**src/rtl/reg_bank_arbiter_if.sv**
```systemverilog
// Bus bundle between N_REQ requesters and the shared register bank arbiter.
// Request fields are flat vectors sliced per requester; responses are shared.
interface reg_bank_arbiter_if #(
    parameter int WIDTH = 32,
    parameter int DEPTH = 8,
    parameter int N_REQ = 4
);
    localparam int ADDR_W = $clog2(DEPTH);
    localparam int ID_W   = $clog2(N_REQ);

    logic [N_REQ-1:0]        i_req;
    logic [N_REQ-1:0]        i_we;
    logic [N_REQ*ADDR_W-1:0] i_addr;
    logic [N_REQ*WIDTH-1:0]  i_wdata;
    logic [N_REQ-1:0]        o_gnt;
    logic                    o_rvalid;
    logic [ID_W-1:0]         o_rid;
    logic [WIDTH-1:0]        o_rdata;
    logic                    o_err;

    modport master (
        output i_req, i_we, i_addr, i_wdata,
        input  o_gnt, o_rvalid, o_rid, o_rdata, o_err
    );

    modport slave (
        input  i_req, i_we, i_addr, i_wdata,
        output o_gnt, o_rvalid, o_rid, o_rdata, o_err
    );
endinterface

```
**src/rtl/reg_bank_arbiter.sv**
```systemverilog
// Round-robin arbiter granting one read or write per cycle into a shared
// DEPTH x WIDTH register bank, with a registered read/error response.
module reg_bank_arbiter #(
    parameter int WIDTH = 32,
    parameter int DEPTH = 8,
    parameter int N_REQ = 4
) (
    input  logic             i_clk,
    input  logic             i_rst_n,
    reg_bank_arbiter_if.slave bus
);
    localparam int ADDR_W = $clog2(DEPTH);
    localparam int ID_W   = $clog2(N_REQ);
    localparam logic [ADDR_W:0] DEPTH_X = (ADDR_W+1)'(DEPTH);

    // Handshake: requester k holds i_req[k] and its fields stable until a
    // cycle with i_req[k] & o_gnt[k]; that cycle is the transfer. o_gnt is
    // combinational from i_req, so i_req must never depend on o_gnt.

    logic [WIDTH-1:0] r_bank [DEPTH];
    logic [ID_W-1:0]  r_ptr;
    logic             r_rvalid;
    logic [ID_W-1:0]  r_rid;
    logic [WIDTH-1:0] r_rdata;
    logic             r_err;

    logic             w_found;
    logic [ID_W-1:0]  w_idx;
    logic [N_REQ-1:0] w_gnt;
    logic             w_grant;
    logic             w_sel_we;
    logic [ADDR_W-1:0] w_sel_addr;
    logic [WIDTH-1:0] w_sel_wdata;
    logic             w_in_range;
    logic [WIDTH-1:0] w_rd_word;

    // Scan from r_ptr upward with wrap; first asserted request wins.
    always_comb begin
        w_found = 1'b0;
        w_idx   = '0;
        for (int i = 0; i < N_REQ; i++) begin
            if (!w_found && bus.i_req[(int'(r_ptr) + i) % N_REQ]) begin
                w_found = 1'b1;
                w_idx   = ID_W'((int'(r_ptr) + i) % N_REQ);
            end
        end
    end

    always_comb begin
        w_gnt = '0;
        if (w_found && i_rst_n) begin
            w_gnt[w_idx] = 1'b1;
        end
    end

    assign w_grant     = |w_gnt;
    assign w_sel_we    = bus.i_we[w_idx];
    assign w_sel_addr  = bus.i_addr[w_idx*ADDR_W +: ADDR_W];
    assign w_sel_wdata = bus.i_wdata[w_idx*WIDTH +: WIDTH];
    assign w_in_range  = ({1'b0, w_sel_addr} < DEPTH_X);
    assign w_rd_word   = w_in_range ? r_bank[w_sel_addr] : '0;

    always_ff @(posedge i_clk) begin
        if (!i_rst_n) begin
            for (int d = 0; d < DEPTH; d++) begin
                r_bank[d] <= '0;
            end
            r_ptr    <= '0;
            r_rvalid <= 1'b0;
            r_rid    <= '0;
            r_rdata  <= '0;
            r_err    <= 1'b0;
        end else begin
            r_rvalid <= w_grant && !w_sel_we;
            r_err    <= w_grant && !w_in_range;
            if (w_grant) begin
                r_ptr <= (w_idx == ID_W'(N_REQ-1)) ? '0 : w_idx + 1'b1;
                if (w_sel_we && w_in_range) begin
                    r_bank[w_sel_addr] <= w_sel_wdata;
                end
                if (!w_sel_we) begin
                    r_rdata <= w_rd_word;
                end
                // Error responses carry the requester id even for writes.
                if (!w_sel_we || !w_in_range) begin
                    r_rid <= w_idx;
                end
            end
        end
    end

    assign bus.o_gnt    = w_gnt;
    assign bus.o_rvalid = r_rvalid;
    assign bus.o_rid    = r_rid;
    assign bus.o_rdata  = r_rdata;
    assign bus.o_err    = r_err;
endmodule

```
**src/flat_wrapper.sv**
```systemverilog
// flat-port wrapper written by rule: the top's interface ports become plain ports
module reg_bank_arbiter_flat 
#(
    parameter int WIDTH = 32,
    parameter int DEPTH = 8,
    parameter int N_REQ = 4
)
  (i_clk, i_rst_n, bus_i_req, bus_i_we, bus_i_addr, bus_i_wdata, bus_o_gnt, bus_o_rvalid, bus_o_rid, bus_o_rdata, bus_o_err);
  reg_bank_arbiter_if #(.WIDTH(WIDTH), .DEPTH(DEPTH), .N_REQ(N_REQ)) bus_i ();
  input  logic i_clk;
  input  logic i_rst_n;
  input wire logic [$bits(bus_i.i_req)-1:0] bus_i_req;
  input wire logic [$bits(bus_i.i_we)-1:0] bus_i_we;
  input wire logic [$bits(bus_i.i_addr)-1:0] bus_i_addr;
  input wire logic [$bits(bus_i.i_wdata)-1:0] bus_i_wdata;
  output wire logic [$bits(bus_i.o_gnt)-1:0] bus_o_gnt;
  output wire logic [$bits(bus_i.o_rvalid)-1:0] bus_o_rvalid;
  output wire logic [$bits(bus_i.o_rid)-1:0] bus_o_rid;
  output wire logic [$bits(bus_i.o_rdata)-1:0] bus_o_rdata;
  output wire logic [$bits(bus_i.o_err)-1:0] bus_o_err;
  assign bus_i.i_req = bus_i_req;
  assign bus_i.i_we = bus_i_we;
  assign bus_i.i_addr = bus_i_addr;
  assign bus_i.i_wdata = bus_i_wdata;
  assign bus_o_gnt = bus_i.o_gnt;
  assign bus_o_rvalid = bus_i.o_rvalid;
  assign bus_o_rid = bus_i.o_rid;
  assign bus_o_rdata = bus_i.o_rdata;
  assign bus_o_err = bus_i.o_err;
  reg_bank_arbiter #(.WIDTH(WIDTH), .DEPTH(DEPTH), .N_REQ(N_REQ)) u_core (.i_clk(i_clk), .i_rst_n(i_rst_n), .bus(bus_i));
endmodule
```
**config.mk**
```make
export PLATFORM = sky130hd
export DESIGN_NAME = reg_bank_arbiter_flat
export DESIGN_NICKNAME = d
export VERILOG_FILES = /design/src/rtl/reg_bank_arbiter_if.sv /design/src/rtl/reg_bank_arbiter.sv /design/src/flat_wrapper.sv
export SDC_FILE = /design/constraint.sdc
export NUM_CORES = 1
export LEC_CHECK = 0
export BUFFER_PORTS_ARGS = -buffer_cell sky130_fd_sc_hd__buf_2
export CORE_ASPECT_RATIO = 0.8
export CORE_MARGIN = 1
export CORE_UTILIZATION = 50
export DETAILED_ROUTE_END_ITERATION = 10
export HOLD_SLACK_MARGIN = 0.1
export MAX_ROUTING_LAYER = met4
export PLACE_DENSITY = 0.7
export RECOVER_POWER = 50
export SYNTH_ARGS = -nofsm -noshare
export SYNTH_HDL_FRONTEND = slang
export SYNTH_SLANG_ARGS = --single-unit
```
**constraint.sdc**
```tcl
create_clock -name i_clk -period 6.5 [get_ports i_clk]
set_input_delay 0.325 -clock i_clk [delete_from_list [all_inputs] [get_ports i_clk]]
set_output_delay 0.325 -clock i_clk [all_outputs]
set_load 0.05 [all_outputs]
```
Word-level counts from Yosys, hierarchy flattened --
Memory sizes are Yosys's and may differ from the RTL's. A register that Yosys moved wholly into a read port is not among the register bits. Cells that the tools add are included.
Storage, ports and cells: register bits 5, memories 1, output and inout bits 40, input bits 150, word-level logic and storage cells 72, bits in writable memories 256
Cells by class: magnitude comparators 6, multiply operators 1, shift operators 2, add/subtract/negate cells 4, eq/ne operators 1, muxes and demuxes 33, reduce and logical (&&, ||, !) cells 17, bitwise logic cells 4
Memory list:
- u_core.r_bank | words 8, width 32, rd ports 1, clocked after Yosys merged registers in 1, write ports 8, line reg_bank_arbiter.sv:20 | logic [WIDTH-1:0] r_bank [DEPTH];
Operator list (count):
- $shiftx 128x8->32 | 1
- $mux 32 | 1
- $reduce_or 32->1 | 1
- $mux 1 | 19
- $lt 3x4->1 const B | 3
- $shiftx 12x5->3 | 1
- $bmux 1 s2 | 5
- $mux 2 | 5
- $logic_and 1x1->1 | 6
- $lt 2x3->1 const B | 2
- $reduce_or 2->1 | 3
- $logic_not 1->1 | 5
- $add 2x1->2 const B | 2
- $add 2x2->2 const B | 2
- $mul 2x2->4 const B | 1
- $mux 4 | 1
- $reduce_or 4->1 | 1
- $and 1x1->1 const A | 3
- $mux 3 | 1
- $demux 1 s2 | 1
- $eq 2x2->1 const B | 1
- $ge 2x1->1 const B | 1
- $reduce_and 2->1 | 1
- $not 1->1 | 1

Longest topological paths before layout --
depth in word-level cells 25, gate-level depth with buffers 14, mapped depth without buffers 10

Least setup slack after synthesis --
OpenSTA, ideal clock, no wires.
path type in2reg, from input port bus_i_req[2], to memory u_core.r_bank[6][0], enable pin, buffers on the path 4, library setup time 0.389 ns, cell stages on the path 14, slack 2.620 ns, data required time 6.111 ns, data arrival time 3.491 ns, cell sequence inv_1 -> nor2_1 -> o21ai_0 -> o221a_2 -> clkbuf_1 -> clkbuf_1 -> ha_1 -> nor2_1 -> a21oi_1 -> nand2b_1 -> or3_1 -> clkbuf_1 -> clkbuf_1 -> nand2_1
RTL lines:
- start, declared | line flat_wrapper.sv:12 | input wire logic [$bits(bus_i.i_req)-1:0] bus_i_req;
- end, declared | line reg_bank_arbiter.sv:20

==> results summary <==
The run finished, with violations left. The clock passes through at most 3 buffers. The detailed-route vias per instance is 5.69. From synthesis to final layout, the design area changed by 14.8%. The worst hold path class is input pin to flop.

The maximum achievable frequency is 185 MHz. The I/O pin total is 190. The count of hold-fix buffers inserted at cts came out at 0. The worst setup path is of the flop to flop kind.

Summing every instance area after synthesis gives 13,400 µm². The first-pass detailed-route iteration total came out at 5. The largest stage delay on the critical path came out at 1610 ps. The number of max-capacitance violations reported came out at 4. Summed over all layers, the global routing overflow is 0. The detailed-route wire length per cell is 20.0 µm. The net count of the finished layout is 1,483.

The TritonCTS buffer count came out at 28. The number of hold violations in the final report came out at 0. The worst clock skew is 14.7 ps.

The count of warnings emitted by yosys is 0. Synthesis inferred 293 register bits. The sequential cell area fraction in the yosys report is 62.9%. The signal on the critical path passes through a211oi_1 -> o32ai_4 -> inv_1 -> buf_4 -> mux2i_1 -> mux2_1 -> nand4_1 -> clkbuf_1 -> nor2_1.

The data arrival time of the critical path is 5590 ps. The standby leakage power came out at 0.00594 µW. TritonCTS built the clock tree. The number of levels the H-tree was split into came out at 1. The setup slack after placement came out at 1880 ps. The die covers 27,500 µm². The relative slew slack is -47.8%. The number of antenna violations at the first check in global routing came out at 0. The library cells used most frequently in the layout, excluding fill and tap cells, are sky130_fd_sc_hd__nor2_1 (260), sky130_fd_sc_hd__edfxtp_1 (256), sky130_fd_sc_hd__nand2_1 (193).

The slack of the worst reg-to-reg path is 1110 ps. CTS placed an instance of sky130_fd_sc_hd__clkbuf_16 at the clock tree root. After clock tree synthesis, the clock-pin slew on the worst setup and hold paths is 70 ps. The clock insertion delay at the later pin of the skew report is 540 ps. The number of distinct standard cells referenced by the synthesized netlist came out at 34. The DRC marker count from the first detailed-route iteration is 801. The layout cell share with drive strength beyond 1 is 25.4%.

For this design the ratio of total power to cell area is 332 nW/µm². In this run the post-CTS setup repair buffer count came out at 0. STA classifies the critical path startpoint as a flop. The floorplan step set the die width to 185 µm. The post-layout utilization of the core is 58.4%.

Total power for the finished layout comes to 5110 µW. For this design, the slowest cell found on the critical path is sky130_fd_sc_hd__clkbuf_1. The slack of the critical path is 1110 ps. The cell family contributing the most delay on the critical path is buffers and inverters. The final layout contains routed wiring with a total length of 34,300 µm. The first-pass GRT wire length came out at 52,200 µm. At the end of routability-driven placement, the weighted congestion stood at 0.772.

The count of buffers from port buffering is 188. The maximum number of pins on one net before global-route repair is 133. The overall via count from detail_route came out at 9,736. The starting density of the core is 50.9%. The final reports fail on max-capacitance violations, max-slew violations. The global router's overall resource usage is 25.9%.

For the pin with the worst max-slew slack, the measured transition is 2220 ps. The number of remaining DRC errors came out at 0. Once detailed placement completed, the half-perimeter wirelength came to 18,800 µm. Setup repair after global routing left no endpoint under its margin.

The initialized floorplan defines 53 standard-cell rows. The total negative slack is 0 ps. Leaving out fill and tap cells, the most frequent cell in the layout is sky130_fd_sc_hd__nor2_1.

The shortest period the worst path allows came out at 5390 ps. The synthesized design spends more area on one cell type than any other, namely sky130_fd_sc_hd__edfxtp_1. The number of buffer and inverter stages on the critical path is 3. Measured along the y axis, the die boundary spans 148 µm. The final antenna diode count came out at 0.

The final critical path takes up 82.9% of the cycle. Setup violations remaining at the end of the flow were counted as 0. The highest fanout seen on the critical path is 39. The required arrival time at the worst endpoint came out at 6700 ps. VDD sags by at most 187 µV. The number of resized instances in the post-cts repair step came out at 0. The remaining number of nets flagged by the antenna check after routing is 0. The mean post-synth cell area came out at 11.3 µm². The post-synthesis cell count came out at 1,191.

The net count after synthesis is 1,342. The via count of the first global-routing pass is 9,399. The number of max-slew violations in the final report is 132. The element type at the critical path end is a flop. Sorting the synthesized cells by area gives the leading types as sky130_fd_sc_hd__edfxtp_1 (57%), sky130_fd_sc_hd__mux2_2 (11%), sky130_fd_sc_hd__nor2_1 (7.3%), sky130_fd_sc_hd__nand2_1 (5.6%), sky130_fd_sc_hd__dfxtp_1 (5.5%). The number of sinks on the clock net came out at 293.

The share of the synthesized area in the top cell type is 57.4%. The core box area is 26,300 µm².
[registers in the layout, indices dropped and copies added (netlist names)]
register             cells
u_core.bus.o_rvalid      1
u_core.bus.o_rdata      32
u_core.r_ptr             2
u_core.bus.o_rid         2
u_core.r_bank          256
[worst reg2reg max path: stages (launching register included)]
cell and delay [ps]:
sky130_fd_sc_hd__dfxtp_1 380, sky130_fd_sc_hd__a211oi_1 390, sky130_fd_sc_hd__o32ai_4 130, sky130_fd_sc_hd__inv_1 960, sky130_fd_sc_hd__buf_4 570, sky130_fd_sc_hd__mux2i_1 150
sky130_fd_sc_hd__mux2_1 480, sky130_fd_sc_hd__nand4_1 220, sky130_fd_sc_hd__clkbuf_1 1610, sky130_fd_sc_hd__nor2_1 160
[routing by layer]
metal	wire length, µm	global-route usage, %
met2	16500	41.9
met3	2610	3.72
met1	14500	35.1
met4	699	5.21
met5	0	-
[cell families (layout without fill, tap and decap cells)]
group / after synthesis / count (layout) / synth area share, %
buf+inv: 96 / 258 / 2.96
simple gates: 521 / 521 / 15.4
compound gates: 136 / 136 / 6.74
mux: 143 / 143 / 11.9
flops: 293 / 293 / 62.9
other cells: 1 / 1 / 0.0280
fa+ha+maj: 1 / 1 / 0.0934
[synth_stat cells]
cell type / count
sky130_fd_sc_hd__nor2_1: 261
sky130_fd_sc_hd__and2_1: 2
sky130_fd_sc_hd__buf_2: 23
sky130_fd_sc_hd__mux2_1: 2
sky130_fd_sc_hd__inv_1: 4
sky130_fd_sc_hd__mux2_2: 129
sky130_fd_sc_hd__buf_4: 2
sky130_fd_sc_hd__o21ai_0: 34
sky130_fd_sc_hd__dfxtp_1: 37
sky130_fd_sc_hd__nor4_1: 1
sky130_fd_sc_hd__a31oi_1: 32
sky130_fd_sc_hd__inv_2: 1
sky130_fd_sc_hd__nor3b_1: 1
sky130_fd_sc_hd__or2_1: 1
sky130_fd_sc_hd__a211oi_1: 1
sky130_fd_sc_hd__nand4_1: 2
sky130_fd_sc_hd__nand2_1: 201
sky130_fd_sc_hd__or3_1: 5
sky130_fd_sc_hd__buf_1: 4
sky130_fd_sc_hd__clkbuf_1: 62
sky130_fd_sc_hd__o32ai_2: 1
sky130_fd_sc_hd__a222oi_1: 32
sky130_fd_sc_hd__a21boi_0: 1
sky130_fd_sc_hd__o21ai_1: 32
sky130_fd_sc_hd__ha_1: 1
sky130_fd_sc_hd__mux2i_1: 12
sky130_fd_sc_hd__o221a_2: 1
sky130_fd_sc_hd__a21oi_1: 2
sky130_fd_sc_hd__nor2b_1: 9
sky130_fd_sc_hd__nor3_1: 2
sky130_fd_sc_hd__nand2b_1: 2
sky130_fd_sc_hd__edfxtp_1: 256
sky130_fd_sc_hd__nand3_1: 34
sky130_fd_sc_hd__conb_1: 1
[through the flow]
stage	instance area, µm²	hold WS, ps	cells
floorplan	13400	471	1191
global placement	14600	495	1659
detailed placement	14600	508	1659
CTS	15400	211	1710
global route	15400	263	1710
finish	15400	231	1710
[report_power, final]
part           internal [µW]  switching, µW  total [µW]  leakage (µW)
registers               2230           52.6        2280       0.00296
logic                    410            900        1310       0.00257
clock network            837            680        1520      0.000415
total                   3470           1630        5110       0.00594
[path summary, 6_finish.rpt]
kind | from | end | cells past startpoint
worst min register to register | u_core.r_ptr[0] | u_core.r_ptr[0] | 2
worst min-delay path | bus_i_req[2] | u_core.r_ptr[0] | 4
worst max register to register | u_core.r_ptr[1] | u_core.r_bank[0][3] | 9
worst max-delay path | u_core.r_ptr[1] | u_core.r_bank[0][3] | 9
[layout make-up]
type / count / area, µm²
clock buffer: 39 / 783
clock inverter: 12 / 57.6
fill: 2186 / 10900
inverter: 5 / 18.8
multi-input combinational: 802 / 4660
sequential: 293 / 8430
tap: 357 / 447
timing repair buffer: 202 / 991
Note: power is estimated with default switching activity, not from simulation.
